File: config.mk
export PLATFORM = sky130hd
export DESIGN_NAME = uv_sample_scheduler
export DESIGN_NICKNAME = d
export VERILOG_FILES = /design/src/rtl/uv_pkg.sv /design/src/rtl/uv_moving_avg.sv /design/src/rtl/uv_sample_scheduler.sv
export SDC_FILE = /design/constraint.sdc
export NUM_CORES = 1
export LEC_CHECK = 0
export CAP_MARGIN = 20
export CORE_UTILIZATION = 50
export DETAILED_ROUTE_END_ITERATION = 10
export PLACE_DENSITY = 0.71
export SYNTH_ARGS = -nofsm -noshare
export SYNTH_HDL_FRONTEND = slang
export SYNTH_SLANG_ARGS = --single-unit
export TNS_END_PERCENT = 10
File: constraint.sdc
create_clock -name clk -period 10.94 [get_ports clk]
set_input_delay 2.188 -clock clk [delete_from_list [all_inputs] [get_ports clk]]
set_output_delay 2.188 -clock clk [all_outputs]
set_load 0.03 [all_outputs]
File: src/rtl/uv_pkg.sv
// Shared types and defaults for the UV sensor sample scheduler.
// Holds the FSM state encoding and default timing constants.
package uv_pkg;

  localparam int UV_DW             = 16;
  localparam int UV_PERIOD_CYCLES  = 50_000_000;
  localparam int UV_TIMEOUT_CYCLES = 1_000_000;
  localparam int UV_AVG_LOG2       = 2;

  typedef enum logic [1:0] {
    ST_IDLE,
    ST_ARM,
    ST_WAIT_DONE,
    ST_CAPTURE
  } uv_state_e;

endpackage

File: src/rtl/uv_moving_avg.sv
// Power-of-two moving average over the last 2^AVG_LOG2 samples.
// Ports: clk, rst (async active-low), push + din in, avg out.
module uv_moving_avg
  import uv_pkg::*;
#(
  parameter int DW       = UV_DW,
  parameter int AVG_LOG2 = UV_AVG_LOG2
) (
  input  logic          clk,
  input  logic          rst,
  input  logic          push,
  input  logic [DW-1:0] din,
  output logic [DW-1:0] avg
);

  localparam int DEPTH = 1 << AVG_LOG2;
  localparam int PW    = (AVG_LOG2 > 0) ? AVG_LOG2 : 1;
  localparam int SW    = DW + AVG_LOG2;

  logic [DEPTH-1:0][DW-1:0] ring_q, ring_d;
  logic [PW-1:0]            ptr_q, ptr_d;
  logic [PW-1:0]            ptr_nxt;
  logic [SW-1:0]            sum_q, sum_d;
  logic                     filled_q, filled_d;

  assign ptr_nxt = (ptr_q == PW'(DEPTH - 1))
                 ? '0 : ptr_q + PW'(1);

  always_comb begin
    ring_d   = ring_q;
    ptr_d    = ptr_q;
    sum_d    = sum_q;
    filled_d = filled_q;
    if (push) begin
      if (!filled_q) begin
        // First sample fills the whole window so
        // the average starts out equal to it.
        for (int i = 0; i < DEPTH; i++) begin
          ring_d[i] = din;
        end
        sum_d    = SW'(din) << AVG_LOG2;
        filled_d = 1'b1;
      end else begin
        ring_d[ptr_q] = din;
        sum_d = sum_q - SW'(ring_q[ptr_q])
              + SW'(din);
      end
      ptr_d = ptr_nxt;
    end
  end

  always_ff @(posedge clk or negedge rst) begin
    if (!rst) begin
      ring_q   <= '0;
      ptr_q    <= '0;
      sum_q    <= '0;
      filled_q <= 1'b0;
    end else begin
      ring_q   <= ring_d;
      ptr_q    <= ptr_d;
      sum_q    <= sum_d;
      filled_q <= filled_d;
    end
  end

  assign avg = sum_q[SW-1:AVG_LOG2];

endmodule

File: src/rtl/uv_sample_scheduler.sv
// UV sensor sample scheduler: merges periodic ticks and CPU
// one-shots, drives the engine start/ready handshake, captures
// results into sample/avg/sample_count and flags timeout/overrun.
// Ports: clk, rst (async active-low), enable, one_shot, clr_err,
// eng_start/eng_ready/eng_data, sample, avg, sample_valid, busy,
// timeout_err, overrun, sample_count.
module uv_sample_scheduler
  import uv_pkg::*;
#(
  parameter int PERIOD_CYCLES  = UV_PERIOD_CYCLES,
  parameter int TIMEOUT_CYCLES = UV_TIMEOUT_CYCLES,
  parameter int AVG_LOG2       = UV_AVG_LOG2,
  parameter int DW             = UV_DW
) (
  input  logic          clk,
  input  logic          rst,
  input  logic          enable,
  input  logic          one_shot,
  input  logic          clr_err,
  output logic          eng_start,
  input  logic          eng_ready,
  input  logic [DW-1:0] eng_data,
  output logic [DW-1:0] sample,
  output logic [DW-1:0] avg,
  output logic          sample_valid,
  output logic          busy,
  output logic          timeout_err,
  output logic          overrun,
  output logic [7:0]    sample_count
);

  localparam int PCW = (PERIOD_CYCLES > 2)
                     ? $clog2(PERIOD_CYCLES) : 1;
  localparam int TCW = (TIMEOUT_CYCLES > 2)
                     ? $clog2(TIMEOUT_CYCLES) : 1;

  uv_state_e      state_q, state_d;
  logic [PCW-1:0] period_cnt_q, period_cnt_d;
  logic [TCW-1:0] tmo_cnt_q, tmo_cnt_d;
  logic           pending_q, pending_d;
  logic           timeout_err_q, timeout_err_d;
  logic           overrun_q, overrun_d;
  logic [DW-1:0]  sample_q, sample_d;
  logic           sample_valid_q, sample_valid_d;
  logic [7:0]     sample_count_q, sample_count_d;

  logic tick;
  logic trig;
  logic consume;
  logic capture;
  logic tmo_hit;
  logic tmo_fire;
  logic tmo_active;
  logic overrun_set;

  always_comb begin
    tick = enable &&
      (period_cnt_q == PCW'(PERIOD_CYCLES - 1));
    if (!enable || tick) begin
      period_cnt_d = '0;
    end else begin
      period_cnt_d = period_cnt_q + PCW'(1);
    end
  end

  always_comb begin
    state_d  = state_q;
    tmo_fire = 1'b0;
    capture  = 1'b0;
    tmo_hit  = (tmo_cnt_q == TCW'(TIMEOUT_CYCLES - 1));
    unique case (state_q)
      ST_IDLE: begin
        if (pending_q) state_d = ST_ARM;
      end
      ST_ARM: begin
        if (!eng_ready) begin
          state_d = ST_WAIT_DONE;
        end else if (tmo_hit) begin
          tmo_fire = 1'b1;
          state_d  = ST_IDLE;
        end
      end
      ST_WAIT_DONE: begin
        if (eng_ready) begin
          state_d = ST_CAPTURE;
        end else if (tmo_hit) begin
          tmo_fire = 1'b1;
          state_d  = ST_IDLE;
        end
      end
      ST_CAPTURE: begin
        capture = 1'b1;
        state_d = ST_IDLE;
      end
      default: state_d = ST_IDLE;
    endcase
  end

  always_comb begin
    tmo_active = (state_q == ST_ARM) ||
                 (state_q == ST_WAIT_DONE);
    if (!tmo_active || state_d != state_q) begin
      tmo_cnt_d = '0;
    end else begin
      tmo_cnt_d = tmo_cnt_q + TCW'(1);
    end
  end

  always_comb begin
    consume     = (state_q == ST_IDLE) && pending_q;
    trig        = tick | one_shot;
    pending_d   = pending_q & ~consume;
    overrun_set = 1'b0;
    // A trigger landing as IDLE takes the pending one
    // is kept, not lost.
    if (trig) begin
      if (pending_q && !consume) begin
        overrun_set = 1'b1;
      end else begin
        pending_d = 1'b1;
      end
    end
    overrun_d     = (overrun_q & ~clr_err) | overrun_set;
    timeout_err_d = (timeout_err_q & ~clr_err) | tmo_fire;
    sample_d       = capture ? eng_data : sample_q;
    sample_valid_d = capture;
    sample_count_d = capture ? sample_count_q + 8'd1
                             : sample_count_q;
  end

  always_ff @(posedge clk or negedge rst) begin
    if (!rst) begin
      state_q        <= ST_IDLE;
      period_cnt_q   <= '0;
      tmo_cnt_q      <= '0;
      pending_q      <= 1'b0;
      timeout_err_q  <= 1'b0;
      overrun_q      <= 1'b0;
      sample_q       <= '0;
      sample_valid_q <= 1'b0;
      sample_count_q <= '0;
    end else begin
      state_q        <= state_d;
      period_cnt_q   <= period_cnt_d;
      tmo_cnt_q      <= tmo_cnt_d;
      pending_q      <= pending_d;
      timeout_err_q  <= timeout_err_d;
      overrun_q      <= overrun_d;
      sample_q       <= sample_d;
      sample_valid_q <= sample_valid_d;
      sample_count_q <= sample_count_d;
    end
  end

  uv_moving_avg #(
    .DW       (DW),
    .AVG_LOG2 (AVG_LOG2)
  ) u_avg (
    .clk  (clk),
    .rst  (rst),
    .push (capture),
    .din  (eng_data),
    .avg  (avg)
  );

  assign eng_start    = (state_q == ST_ARM);
  assign busy         = (state_q != ST_IDLE);
  assign sample       = sample_q;
  assign sample_valid = sample_valid_q;
  assign timeout_err  = timeout_err_q;
  assign overrun      = overrun_q;
  assign sample_count = sample_count_q;

endmodule

==> run_results.csv <==
group,metric,value,unit
outcome,outcome,"complete, no violations",
floorplan,coreArea,16520,um^2
power_and_ir_drop,leakage,0.004549,uW
yosys,synth-simple-area-share,0.1312,
cells_and_area,nets,953,
clock_network,htree_levels,4,
timing,finalSetupViolCount,0,
setup_path,cp-end-kind,"register",
setup_path,crit_slowest_cell,"fa_1",
place,dpl_cell_area,9229,um^2
yosys,synth_fa_ha_area_frac,0.08094,
timing,finalSetupTns,0,ns
floorplan,num_io_pins,67,
setup_path,cp-startpoint,"eng_data[1]",
power_and_ir_drop,p_per_area,363.5,nW/um^2
yosys,syn_inst,838,
cells_and_area,area_growth,16.50,%
timing,period_share,0.4682,
power_and_ir_drop,vdd_drop_max,0.0001609,V
clock_network,cts_made_buffers,17,
cells_and_area,nFillCells,1394,
global_routing,grtUsageTotal,0.2091,
route,drt_pass1_iterations,5,
timing,tightest_slew,0.9701,ns
yosys,synth.area.top_cells,"dfrtp_1, o21ai_0, nand2_1",
yosys,async_flop_share,1.000,
clock_network,clkLatencyLatePin,0.43,ns
clock_network,cts_resized,0,
clock_network,cts.hold.buffers_added,0,
route,avgViaCountPerCell,5.246,
setup_path,cp_cell_sequence,"clkdlybuf4s50_1, inv_1, fa_1, inv_1, fa_1, a211oi_1, nor2_1, a221o_1, a31oi_2, o21ai_1, a21oi_1, xor2_1, o21bai_1",
global_routing,grt_pass1_wl,28700,um
setup_path,path_depth,13,
cells_and_area,seqCellArea,4029,um^2
floorplan,die_x,131.9,um
clock_network,cts_tree,"yes",
cells_and_area,multi_input_area,3884,um^2
global_routing,antenna_found_initial,0,
cells_and_area,antenna_cells,0,
yosys,synth_top_cell_by_area,"dfrtp_1",
hold_path,min_path_type,"register to register",
route,antenna_left,0,
yosys,synth_commonest_cells,"dfrtp_1, nand2_1, o21ai_0, inv_1, nor2_1",
place,port_buffers,66,
yosys,synth_xor_area_frac,0.06537,
setup_path,reg2reg_setup_slack,6.62,ns
run,cap_violations,0,
yosys,syn-cell-area,8441,um^2
yosys,synth_fp_nets,905,
floorplan,initial_core_util,0.5108,
clock_network,clk_pin_slew_worst_paths,0.06,ns
setup_path,cp.required,11.25,ns
setup_path,rr_worst_depth,13,
timing,finalHoldViolCount,0,
setup_path,path_class,"input port to register",
place,hpwlAfterDp,11260,um
timing,finalHoldWorstSlack,0.4757,ns
global_routing,grt_overflow_total,0,
yosys,yosysWarnings,0,
route,drt-total-wl,16560,um
setup_path,slowest_delay,0.54,ns
global_routing,grt_max_degree,93,
yosys,synth_compound_area_frac,0.1052,
yosys,syn_avg_cell_area,10.07,um^2
yosys,synth_top_area_frac,0.4773,
setup_path,path_buf_inv,3,
clock_network,cts_setup_buffers,0,
setup_path,critPathMaxFanout,5,
cells_and_area,drive_above_1_share,0.1046,
timing,rsz0062_at_grt,"no",
route,vias,5870,
yosys,ys_seq_area_frac,0.4773,
cells_and_area,design_area,9833,um^2
place,place_congestion,0.8808,
yosys,synth_edf_count,0,
floorplan,rows,47,
yosys,synth.most_common_cell,"dfrtp_1",
setup_path,critPathTopFamily,"compound AO/OA/AOI/OAI gates",
timing,fin_crit,5.122,ns
clock_network,clock-sinks,161,
timing,max_slew_margin,0.3533,
timing,slew_violations,0,
global_routing,grt_pass1_vias,5762,
setup_path,arrival,5.43,ns
floorplan,fp.dieH,131.9,um
yosys,synth_cell_types,52,
setup_path,crit_path_start_kind,"input port",
setup_path,worstReg2RegEnd,"u_avg.sum_q[14]$_DFFE_PN0P_",
route,drc_errors,0,
power_and_ir_drop,p_total,3574,uW
yosys,ys_ff_latch,161,
cells_and_area,final_util,0.5951,
route,wire_per_inst,14.80,um
timing,max_freq,195.2,MHz
floorplan,die_area,17400,um^2
yosys,synth_top_family_by_area,"simple AND/OR/NAND/NOR gates",
yosys,synth.area.mux_share,0.07530,
hold_path,hold_path_depth,2,
timing,skew,0.008655,ns
route,drt_iter0_markers,256,
setup_path,worstSetupEndpoint,"u_avg.sum_q[14]$_DFFE_PN0P_",
clock_network,clockBufferDepth,2,
yosys,synth_ff_type,"dfrtp_1",
clock_network,cts-root-buf,"clkbuf_16",
setup_path,reg2reg_from,"u_avg.ptr_q[0]$_DFFE_PN0P_",
## worst min path at each step
stage                                              end                          from  slack [ns]
after floorplan           u_avg.ring_q[33]$_DFFE_PN0P_  u_avg.ring_q[33]$_DFFE_PN0P_        0.44
after CTS                 u_avg.ring_q[46]$_DFFE_PN0P_  u_avg.ring_q[46]$_DFFE_PN0P_        0.48
after global routing       sample_count[7]$_DFFE_PN0P_   sample_count[7]$_DFFE_PN0P_        0.49
final                      u_avg.ring_q[6]$_DFFE_PN0P_   u_avg.ring_q[6]$_DFFE_PN0P_        0.48
after global placement    u_avg.ring_q[26]$_DFFE_PN0P_  u_avg.ring_q[26]$_DFFE_PN0P_        0.46
after detailed placement  u_avg.ring_q[45]$_DFFE_PN0P_  u_avg.ring_q[45]$_DFFE_PN0P_        0.47
## registers in the layout (all words and copies together), names as in the netlist
register,count
pending_q,1
period_cnt_q,26
u_avg.ptr_q,2
timeout_err,1
u_avg.ring_q,64
state_q,2
tmo_cnt_q,20
sample_count,8
overrun,1
sample_valid,1
sample,16
u_avg.sum_q,18
u_avg.filled_q,1
## report_power, final
group | total [uW] | internal [uW] | switching, uW
clock network | 613 | 367 | 246
registers | 944 | 802 | 143
logic | 2020 | 906 | 1110
total | 3570 | 2070 | 1500
## cells by family (layout without fill, tap and decap cells)
group / Yosys count / after routing
xor gates and xnor gates: 63 / 63
and+or+nand+nor: 244 / 244
adders and majority gates: 45 / 45
buffers and inverters: 128 / 189
AOI/OAI and AO/OA: 156 / 156
muxes: 41 / 41
DFF: 161 / 161
## final cells by class
type | instances | area share
clock buffer | 20 | 0.04543
clock inverter | 12 | 0.01603
inverter | 81 | 0.03092
multi-input combinational | 549 | 0.3950
sequential | 161 | 0.4097
tap | 220 | 0.02799
timing repair buffer | 76 | 0.07495
## per-stage QoR
| step | std cells | worst slack (ns) |
|---|---|---|
| final | 1119 | 5.818 |
| after global routing | 1119 | 5.630 |
| after CTS | 1119 | 5.810 |
| after detailed placement | 1087 | 5.368 |
| after global placement | 1087 | 5.453 |
| after floorplan | 838 | 6.189 |
## worst register-to-register path, delay by kind of cell, from the launching register on
family                     cells  cell delay (ns)
AOI/OAI and AO/OA              6             1.24
adders and majority gates      2             0.97
DFF                            1             0.69
muxes                          1             0.56
buffers and inverters          2             0.44
xor gates and xnor gates       1             0.16
and+or+nand+nor                1             0.15
## routing by layer
metal  vias to the layer above  global-route usage  routed length (um)
li1                       2900                   -                   -
met1                      2821              0.2887                7751
met2                       129              0.3313                7863
met3                        20             0.04037                 680
met4                         0             0.07364                 268
met5                         -                   0                   0
## layout by cell type, fill, tap and decap left out, drive strengths merged, types with 5 or more instances in the layout
cell / instances
dfrtp: 161
nand2: 97
o21ai: 88
inv: 83
nor2: 72
clkdlybuf4s50: 65
xor2: 34
a21oi: 31
xnor2: 29
ha: 29
nand3: 27
mux2: 20
clkbuf: 20
mux4: 16
fa: 16
and3: 13
nand4: 11
buf: 11
and4: 7
a21o: 7
clkinv: 7
o22ai: 5
o21bai: 5
mux2i: 5
Power figures use the tool's default switching activity.
